File: src/rtl/dmem_pkg.sv
`default_nettype none
// ============================================================================
// Module      : dmem_pkg
// Description : Shared types and constants for the data-memory controller.
//               Holds the controller state encoding, the access-size codes,
//               the RV32I load/store func3 codes and the size-decode helper.
// Revision    : 1.0 - initial release
// ============================================================================
package dmem_pkg;

    typedef enum logic [1:0] {
        IDLE = 2'd0,
        REQ  = 2'd1,
        WAIT = 2'd2,
        DONE = 2'd3
    } state_t;

    // Access size, taken from func3[1:0]; func3[1] set means word.
    localparam logic [1:0] SZ_B = 2'b00;
    localparam logic [1:0] SZ_H = 2'b01;
    localparam logic [1:0] SZ_W = 2'b10;

    localparam logic [2:0] F3_LB  = 3'b000;
    localparam logic [2:0] F3_LH  = 3'b001;
    localparam logic [2:0] F3_LW  = 3'b010;
    localparam logic [2:0] F3_LBU = 3'b100;
    localparam logic [2:0] F3_LHU = 3'b101;
    localparam logic [2:0] F3_SB  = 3'b000;
    localparam logic [2:0] F3_SH  = 3'b001;
    localparam logic [2:0] F3_SW  = 3'b010;

    function automatic logic [1:0] f3_size(input logic [2:0] f3);
        if (f3[1])
            return SZ_W;
        else if (f3[0])
            return SZ_H;
        else
            return SZ_B;
    endfunction

endpackage
`default_nettype wire

File: src/rtl/dmem_lane_align.sv
`default_nettype none
// ============================================================================
// Module      : dmem_lane_align
// Description : Purely combinational byte-lane logic.
//               Store side: replicates the store operand across all lanes and
//               builds the byte-enable mask from size and byte offset.
//               Load side: shifts the returned word down by the byte offset
//               and sign- or zero-extends according to func3.
// Ports       : i_st_size/i_st_off/i_st_data -> o_st_wdata/o_st_mask
//               i_ld_func3/i_ld_off/i_ld_word -> o_ld_data
// Revision    : 1.0 - initial release
// ============================================================================
module dmem_lane_align
    import dmem_pkg::*;
(
    input  logic [1:0]  i_st_size,
    input  logic [1:0]  i_st_off,
    input  logic [31:0] i_st_data,
    output logic [31:0] o_st_wdata,
    output logic [3:0]  o_st_mask,
    input  logic [2:0]  i_ld_func3,
    input  logic [1:0]  i_ld_off,
    input  logic [31:0] i_ld_word,
    output logic [31:0] o_ld_data
);

    logic [31:0] w_shifted;

    // Store formatting: the memory picks the right lane via the mask, so
    // the operand is simply replicated into every lane.
    always_comb begin
        o_st_wdata = i_st_data;
        o_st_mask  = 4'b1111;
        case (i_st_size)
            SZ_B: begin
                o_st_wdata = {4{i_st_data[7:0]}};
                o_st_mask  = 4'b0001 << i_st_off;
            end
            SZ_H: begin
                o_st_wdata = {2{i_st_data[15:0]}};
                o_st_mask  = 4'b0011 << {i_st_off[1], 1'b0};
            end
            default: begin
                o_st_wdata = i_st_data;
                o_st_mask  = 4'b1111;
            end
        endcase
    end

    // Load extraction: bring the addressed lane down to bit 0, then extend.
    always_comb begin
        w_shifted = i_ld_word >> {i_ld_off, 3'b000};
        case (i_ld_func3)
            F3_LB:   o_ld_data = {{24{w_shifted[7]}}, w_shifted[7:0]};
            F3_LH:   o_ld_data = {{16{w_shifted[15]}}, w_shifted[15:0]};
            F3_LBU:  o_ld_data = {24'h000000, w_shifted[7:0]};
            F3_LHU:  o_ld_data = {16'h0000, w_shifted[15:0]};
            default: o_ld_data = w_shifted;
        endcase
    end

endmodule
`default_nettype wire

File: src/rtl/dmem_ctrl.sv
`default_nettype none
// ============================================================================
// Module      : dmem_ctrl
// Description : Responder-side data-memory controller for the MEM stage.
//               Accepts a load or store from EX/MEM, drives a word-wide
//               valid/ready memory port with lane-aligned data and mask,
//               extends load data, and stalls the pipeline until done.
// Ports       : i_clk, i_rst_n (sync, active low)
//               pipeline side : i_req_valid, i_mem_read, i_mem_write,
//                               i_func3, i_addr, i_wdata -> o_stall, o_rdata,
//                               o_rdata_valid, o_misaligned
//               memory side   : o_mem_req, o_mem_wen, o_mem_addr,
//                               o_mem_wdata, o_mem_mask <- i_mem_ready,
//                               i_mem_rvalid, i_mem_rdata
// Config      : DMEM_MISALIGN_TRAP_EN - when defined, misaligned requests
//               pulse o_misaligned and are dropped; otherwise they are
//               force-aligned and executed, and o_misaligned is tied low.
// Revision    : 1.0 - initial release
// ============================================================================
module dmem_ctrl
    import dmem_pkg::*;
#(
    parameter int ADDR_W = 32
) (
    input  logic              i_clk,
    input  logic              i_rst_n,
    input  logic              i_req_valid,
    input  logic              i_mem_read,
    input  logic              i_mem_write,
    input  logic [2:0]        i_func3,
    input  logic [ADDR_W-1:0] i_addr,
    input  logic [31:0]       i_wdata,
    output logic              o_stall,
    output logic [31:0]       o_rdata,
    output logic              o_rdata_valid,
    output logic              o_misaligned,
    output logic              o_mem_req,
    output logic              o_mem_wen,
    output logic [ADDR_W-3:0] o_mem_addr,
    output logic [31:0]       o_mem_wdata,
    output logic [3:0]        o_mem_mask,
    input  logic              i_mem_ready,
    input  logic              i_mem_rvalid,
    input  logic [31:0]       i_mem_rdata
);

    state_t             r_state;
    logic               r_is_load;
    logic [2:0]         r_func3;
    logic [1:0]         r_off;
    logic               r_mem_req;
    logic               r_mem_wen;
    logic [ADDR_W-3:0]  r_mem_addr;
    logic [31:0]        r_mem_wdata;
    logic [3:0]         r_mem_mask;
    logic [31:0]        r_rdata;
    logic               r_rdata_valid;

    logic [1:0]         w_size;
    logic [1:0]         w_off_fix;
    logic               w_rw_ok;
    logic               w_accept;
    logic [31:0]        w_st_wdata;
    logic [3:0]         w_st_mask;
    logic [31:0]        w_ld_data;

    assign w_size  = f3_size(i_func3);
    // Exactly one of read/write; both high is a no-op.
    assign w_rw_ok = i_mem_read ^ i_mem_write;

    // Byte offset with the low bits the size cannot use forced to zero.
    // For an aligned access this equals i_addr[1:0].
    always_comb begin
        case (w_size)
            SZ_W:    w_off_fix = 2'b00;
            SZ_H:    w_off_fix = {i_addr[1], 1'b0};
            default: w_off_fix = i_addr[1:0];
        endcase
    end

`ifdef DMEM_MISALIGN_TRAP_EN
    logic w_aligned;
    logic w_trap;
    logic r_misaligned;

    assign w_aligned = (w_off_fix == i_addr[1:0]);
    assign w_accept  = i_rst_n & (r_state == IDLE) & i_req_valid & w_rw_ok & w_aligned;
    assign w_trap    = i_rst_n & (r_state == IDLE) & i_req_valid & w_rw_ok & ~w_aligned;
    assign o_misaligned = r_misaligned;
`else
    assign w_accept  = i_rst_n & (r_state == IDLE) & i_req_valid & w_rw_ok;
    assign o_misaligned = 1'b0;
`endif

    dmem_lane_align u_lane_align (
        .i_st_size  (w_size),
        .i_st_off   (w_off_fix),
        .i_st_data  (i_wdata),
        .o_st_wdata (w_st_wdata),
        .o_st_mask  (w_st_mask),
        .i_ld_func3 (r_func3),
        .i_ld_off   (r_off),
        .i_ld_word  (i_mem_rdata),
        .o_ld_data  (w_ld_data)
    );

    always_ff @(posedge i_clk) begin
        if (!i_rst_n) begin
            r_state       <= IDLE;
            r_is_load     <= 1'b0;
            r_func3       <= 3'b000;
            r_off         <= 2'b00;
            r_mem_req     <= 1'b0;
            r_mem_wen     <= 1'b0;
            r_mem_addr    <= '0;
            r_mem_wdata   <= 32'h0;
            r_mem_mask    <= 4'h0;
            r_rdata       <= 32'h0;
            r_rdata_valid <= 1'b0;
`ifdef DMEM_MISALIGN_TRAP_EN
            r_misaligned  <= 1'b0;
`endif
        end else begin
            r_rdata_valid <= 1'b0;
`ifdef DMEM_MISALIGN_TRAP_EN
            r_misaligned  <= 1'b0;
`endif
            case (r_state)
                IDLE: begin
                    // Late read responses landing here are simply ignored.
                    if (w_accept) begin
                        r_state     <= REQ;
                        r_is_load   <= i_mem_read;
                        r_func3     <= i_func3;
                        r_off       <= w_off_fix;
                        r_mem_req   <= 1'b1;
                        r_mem_wen   <= i_mem_write;
                        r_mem_addr  <= i_addr[ADDR_W-1:2];
                        r_mem_wdata <= w_st_wdata;
                        r_mem_mask  <= w_st_mask;
                    end
`ifdef DMEM_MISALIGN_TRAP_EN
                    else if (w_trap) begin
                        r_misaligned <= 1'b1;
                    end
`endif
                end
                REQ: begin
                    // Request fields stay frozen until the memory takes them.
                    if (i_mem_ready) begin
                        r_mem_req <= 1'b0;
                        r_mem_wen <= 1'b0;
                        r_state   <= r_is_load ? WAIT : DONE;
                    end
                end
                WAIT: begin
                    if (i_mem_rvalid) begin
                        r_rdata       <= w_ld_data;
                        r_rdata_valid <= 1'b1;
                        r_state       <= DONE;
                    end
                end
                DONE: begin
                    // The pipeline advances on this edge; the request still
                    // on the inputs belongs to this access, so never re-accept.
                    r_state <= IDLE;
                end
                default: r_state <= IDLE;
            endcase
        end
    end

    assign o_stall       = (r_state == REQ) | (r_state == WAIT) | w_accept;
    assign o_rdata       = r_rdata;
    assign o_rdata_valid = r_rdata_valid;
    assign o_mem_req     = r_mem_req;
    assign o_mem_wen     = r_mem_wen;
    assign o_mem_addr    = r_mem_addr;
    assign o_mem_wdata   = r_mem_wdata;
    assign o_mem_mask    = r_mem_mask;

endmodule
`default_nettype wire

File: config.mk
export PLATFORM = sky130hd
export DESIGN_NAME = dmem_ctrl
export DESIGN_NICKNAME = d
export VERILOG_FILES = /design/src/rtl/dmem_pkg.sv /design/src/rtl/dmem_lane_align.sv /design/src/rtl/dmem_ctrl.sv
export SDC_FILE = /design/constraint.sdc
export NUM_CORES = 1
export LEC_CHECK = 0
export ABC_AREA = 0
export CAP_MARGIN = 20
export CELL_PAD_IN_SITES_DETAIL_PLACEMENT = 0
export CELL_PAD_IN_SITES_GLOBAL_PLACEMENT = 1
export CORE_ASPECT_RATIO = 1.4
export CORE_MARGIN = 2
export CORE_UTILIZATION = 27
export CTS_CLUSTER_DIAMETER = 120
export CTS_CLUSTER_SIZE = 8
export DETAILED_ROUTE_END_ITERATION = 7
export GPL_TIMING_DRIVEN = 0
export MAX_ROUTING_LAYER = met4
export PLACE_DENSITY = 0.76
export SYNTH_ARGS = -nofsm -noshare
export SYNTH_HDL_FRONTEND = slang
export SYNTH_SLANG_ARGS = --single-unit
File: constraint.sdc
create_clock -name i_clk -period 1.6 [get_ports i_clk]
set_input_delay 0.32 -clock i_clk [delete_from_list [all_inputs] [get_ports i_clk]]
set_output_delay 0.32 -clock i_clk [all_outputs]
set_load 0.005 [all_outputs]
* Yosys cells after proc, flatten, opt, wreduce, memory -nomap -nowiden
Cells that the tools add are included.
** Cells by class
- Add/subtract/negate cells :: 0
- Multiply operators :: 0
- Divide/modulo/power cells :: 0
- Magnitude comparators :: 0
- Equality and inequality tests :: 11
- Shift operators :: 3
- Muxes and demuxes :: 17
- Bitwise operators :: 6
- Reduce and logical (&&, ||, !) cells :: 9
** Operator list (count)
- $pmux 32 s4 :: 1
- $pmux 32 s2 :: 1
- $shr 32x5->32 :: 1
- $mux 2 :: 4
- $pmux 2 s4 :: 1
- $pmux 4 s2 :: 1
- $eq 2x2->1 const B :: 3
- $eq 3x3->1 const B :: 2
- $mux 1 :: 6
- $ne 2x2->1 const B :: 3
- $reduce_and 2->1 :: 3
- $reduce_and 3->1 :: 2
- $eq 2x1->1 const B :: 2
- $logic_not 2->1 :: 2
- $pmux 1 s2 :: 2
- $pmux 2 s2 :: 1
- $shl 1x2->4 const A :: 1
- $shl 2x2->4 const A :: 1
- $and 1x1->1 :: 3
- $eq 3x1->1 const B :: 1
- $logic_not 3->1 :: 1
- $or 1x1->1 :: 2
- $reduce_bool 2->1 :: 1
- $xor 1x1->1 :: 1
** Word-level totals
- Bits in registers :: 109
- Latch bits :: 0
- Memory bits (writable) :: 0
- Memory bits (read-only) :: 0
- Input port bits :: 106
- Output and inout port bits :: 103
- Memories :: 0

* Logic depth before layout (Yosys ltp)
- Word-level depth :: 6
- Mapped depth :: 8
- Gate-level depth less buffers :: 6

* By module
A second synthesis with hierarchy kept.
** Unflattened totals
- Cell total of the unflattened synthesis :: 672
- Area, all modules :: 5252.5 um2
** Modules (own cells, without submodules)
- dmem_ctrl :: instances 1, cells each 497, area an instance 3928.8 um2, seq. area each 2182.1 um2
- dmem_lane_align :: instances 1, cells each 175, area an instance 1323.8 um2, seq. area each 0.0 um2

* Worst setup path after synthesis
Ideal clock, no wire load.
- Kind :: flip-flop to flip-flop
- Start :: register r_state[0]
- End :: register r_func3[1]
- Data arrival time :: 1.463 ns
- Data required time :: 1.530 ns
- Path slack :: 0.067 ns
- Stages on the path, launching flop included :: 9
- Buffers on the path :: 2
- Cell sequence :: dfxtp_1 inv_1 ha_1 nand2_1 nor3b_2 buf_4 buf_2 nand2_1 a21oi_1
** On the way
- Longest elaborated chain between the ends :: 5
** Ends and longest elaborated chain
- start: declaration :: RTL line dmem_ctrl.sv:47 : state_t r_state;
- start signal: assignment :: RTL line dmem_ctrl.sv:153 : r_state <= r_is_load ? WAIT : DONE;
- $logic_not 2->1 * :: RTL line dmem_ctrl.sv:91, dmem_ctrl.sv:128
- $and 1x1->1 (3 in series) :: RTL line dmem_ctrl.sv:91 : assign w_accept = i_rst_n & (r_state == IDLE) & i_req_valid & w_rw_ok;
- $reduce_and 2->1 (no source line) *
- end signal: assignment :: RTL line dmem_ctrl.sv:134 : r_func3 <= i_func3;
- end: declaration :: RTL line dmem_ctrl.sv:49 : logic [2:0] r_func3;
Every way passes the cells marked *; elsewhere a longest branch is shown, timed or not.
A chain may end at the register's enable or synchronous reset.

* Worst setup path after layout
- Start :: input port i_mem_write
- End :: output port o_stall
** On the way
- Longest elaborated chain between the ends :: 3
** Ends and longest elaborated chain
- start: declaration :: RTL line dmem_ctrl.sv:29 : input logic i_mem_write,
- $xor 1x1->1 :: RTL line dmem_ctrl.sv:69 : assign w_rw_ok = i_mem_read ^ i_mem_write;
- $and 1x1->1 :: RTL line dmem_ctrl.sv:91
- $or 1x1->1 :: RTL line dmem_ctrl.sv:173 : assign o_stall = (r_state == REQ) | (r_state == WAIT) | w_accept;
- end: declaration :: RTL line dmem_ctrl.sv:33 : output logic o_stall,
Every way passes these cells.

==> flow_summary.json <==
{
  "status": "finished, violations left",
  "violations": "negative setup slack",
  "powerDensity_nw_per_um2": 1030,
  "worstHoldPathCells": 3,
  "cpMaxStageDelayCell": "dlygate4sd2_1",
  "cpLargestDelayFamily": "buffers and inverters",
  "worstPathBufferInverterCount": 3,
  "syn_nets": 697,
  "r2r_start": "r_state[1]",
  "layout_common_cells": "clkdlybuf4s50_1 (200), nand2_1 (136), dfxtp_1 (106), a21oi_1 (44)",
  "clk_latency_ns": 0.35,
  "cap_violations": 0,
  "syn_avg_cell_area_um2": 8.20,
  "worstSetupEndpointType": "output pin",
  "async_flop_share_pct": 0,
  "setup_viol": 14,
  "cts_buffer_depth": 2,
  "required_ns": 1.28,
  "slew_viol_final": 0,
  "hold_violations": 0,
  "grt_max_degree": 18,
  "worstMarginPinSlew_ns": 0.616,
  "drt-pass1-iter-count": 4,
  "clock_sinks": 109,
  "holdCritStartpoint": "i_mem_read",
  "cts-root-buf": "clkbuf_16",
  "wirelength_um": 18100,
  "drtAntennaViolNets": 0,
  "synth_top_flop_cell": "dfxtp_1",
  "worst_slack_ns": -0.136,
  "path_cells": "dlygate4sd2_1 > xor2_1 > nand4_1 > buf_6 > nand2b_1 > buf_2",
  "irDropWorstVdd_mv": 0.650,
  "hold_buffers": 0,
  "gp_congestion": 0.808,
  "r2r_slack_ns": -0.06,
  "mostFrequentLayoutCell": "clkdlybuf4s50_1",
  "rows": 57,
  "antenna_found_initial": 1,
  "leakagePower_nw": 3.10,
  "synth-seq-cells": 109,
  "holdWs_ns": 0.414,
  "synth_warnings": 0,
  "fp.dieW_um": 117,
  "cp-start-kind": "input pin",
  "fmax_mhz": 576,
  "grt_overflow": 0,
  "syn_inst": 587,
  "drive_above_1_share_pct": 16.1,
  "tritoncts": "built",
  "vias": 4949,
  "cp.arrival_ns": 1.42,
  "n_fill_cell": 1777,
  "multi_input_area_um2": 2520,
  "ys_seq_area_share_pct": 45.3,
  "fin_crit_sh_pct": 108,
  "initialDrtViolationCount": 231,
  "cp_max_fo": 4,
  "io_buffer_count": 206,
  "synth_edf_count": 0,
  "hold_end": "r_is_load",
  "worst-setup-path-type": "input pin to output pin",
  "grt_pass1_wl_um": 26700,
  "relSlewSlack_pct": 59.0,
  "chipHeight_um": 162,
  "grt_pass1_vias": 4898,
  "routed_via_density": 4.60,
  "drcViolationCount": 0,
  "hpwl_um": 13200,
  "grt_usage_pct": 18.9,
  "total_power_w": 0.00840,
  "h-tree-depth": 3,
  "rsz0062_at_grt": "yes",
  "die-area_um2": 18900,
  "cp_slowest_stage_delay_ns": 0.30,
  "syn-cell-area_um2": 4810,
  "hold_path.class": "input pin to flip-flop",
  "finalCriticalPeriod_ns": 1.74,
  "final_nets": 943,
  "synth_cell_types": 41,
  "cts_buffers": 9,
  "ios": 209,
  "regArea_um2": 2190,
  "path_clk_slew_ns": 0.07,
  "start_util_pct": 27.7,
  "syn2layout_area_growth_pct": 69.3,
  "post_drt_wl_per_cell_um": 16.8,
  "skew_ns": 0.00921,
  "r2r-end": "o_mem_wdata[14]",
  "r2r_cells": 10,
  "core_area_um2": 17400
}
-- cell type report --
cell class                 instances  share of cell area [%]
sequential                       109                    26.8
clock inverter                     5                    1.03
clock buffer                      11                    2.98
tap                              236                    3.62
multi-input combinational        424                    30.9
timing repair buffer             238                    30.2
inverter                           6                   0.276
antenna                            1                  0.0307
buffer                            45                    4.09
-- Yosys cell counts (3+ instances only) --
| cell | count | share of area (%) |
|---|---|---|
| nand3_1 | 39 | 4.1 |
| dfxtp_1 | 109 | 45 |
| o21ai_0 | 37 | 3.8 |
| a211oi_1 | 9 | 1.4 |
| mux2_2 | 10 | 2.3 |
| a21oi_1 | 50 | 5.2 |
| nor2b_1 | 3 | 0.39 |
| mux2i_1 | 33 | 6.9 |
| o2bb2ai_1 | 7 | 1.3 |
| nand2_1 | 139 | 11 |
| o211ai_1 | 8 | 1.2 |
| ha_1 | 4 | 1.0 |
| nand2b_1 | 4 | 0.52 |
| buf_4 | 3 | 0.47 |
| buf_2 | 16 | 1.7 |
| a311oi_1 | 8 | 1.5 |
| inv_1 | 5 | 0.39 |
| buf_1 | 5 | 0.39 |
| clkbuf_1 | 23 | 1.8 |
| o221a_2 | 9 | 2.1 |
| nor2_1 | 41 | 3.2 |
| nor3_1 | 4 | 0.42 |
-- worst max path at each step --
stage,endpoint,slack [ns],from,cells after the start
after floorplan,r_func3[1],0.07,r_state[0],8
after global placement,o_stall,-0.78,i_mem_write,6
after detailed placement,o_stall,-0.78,i_mem_write,6
after CTS,o_stall,-0.09,r_state[1],6
after global routing,o_stall,-0.21,i_mem_write,6
final,o_stall,-0.14,i_mem_write,6
-- tightest hold or removal path, cell delays in order --
cell	delay, ns
dlygate4sd2_1	0.26
o21ai_0	0.08
a21oi_1	0.06
-- per-layer routing --
metal,share of wire [%],vias up,GRT usage [%]
met5,0,-,-
met4,1.5,0,6.90
met3,4.6,14,3.36
met2,54,127,32.5
met1,40,2291,21.8
li1,-,2517,-
-- report_power, final --
group          total, W  internal, W  leakage, nW  switching [W]
combinational   0.00271      0.00155         2.07        0.00116
sequential      0.00321      0.00303        0.887       0.000177
clock           0.00248      0.00142        0.152        0.00106
-- state kept, by name (all words and copies together) (netlist names), 2 cells and up --
register / flops
r_off: 2
o_mem_wdata: 32
o_rdata: 32
o_mem_addr: 30
o_mem_mask: 4
r_func3: 3
r_state: 2
-- timing repair --
item,in CTS,in global routing
endpoints found under the setup margin,107,107
gates cloned,2,5
buffers inserted,17,11
pin swaps,9,19
hold endpoints to repair,0,0
gates resized for setup,45,82
-- per-stage QoR --
stage | setup slack, ns | setup TNS (ns) | utilization (%) | area [um^2] | cells
finish | -0.136 | -0.464 | 46.8 | 8150 | 1075
global route | -0.209 | -2.64 | 46.8 | 8150 | 1075
CTS | -0.0924 | -0.436 | 44.5 | 7740 | 1061
detailed placement | -0.775 | -59.97 | 41.2 | 7170 | 1029
global placement | -0.777 | -61.76 | 41.2 | 7170 | 1029
floorplan | 0.0668 | 0 | - | 4810 | 587
-- logic make-up (layout without fill, tap and decap cells) --
logic type	count (synthesis)	in the layout	synth area share (%)
other	1	2	0.0779
buffers and inverters	54	305	5.02
and+or+nand+nor	237	237	20.5
muxes	43	43	9.20
adders and majority gates	4	4	1.04
xor gates and xnor gates	2	2	0.364
AOI/OAI and AO/OA	137	137	18.4
DFF	109	109	45.3
Note: power is estimated with default switching activity, not from simulation.
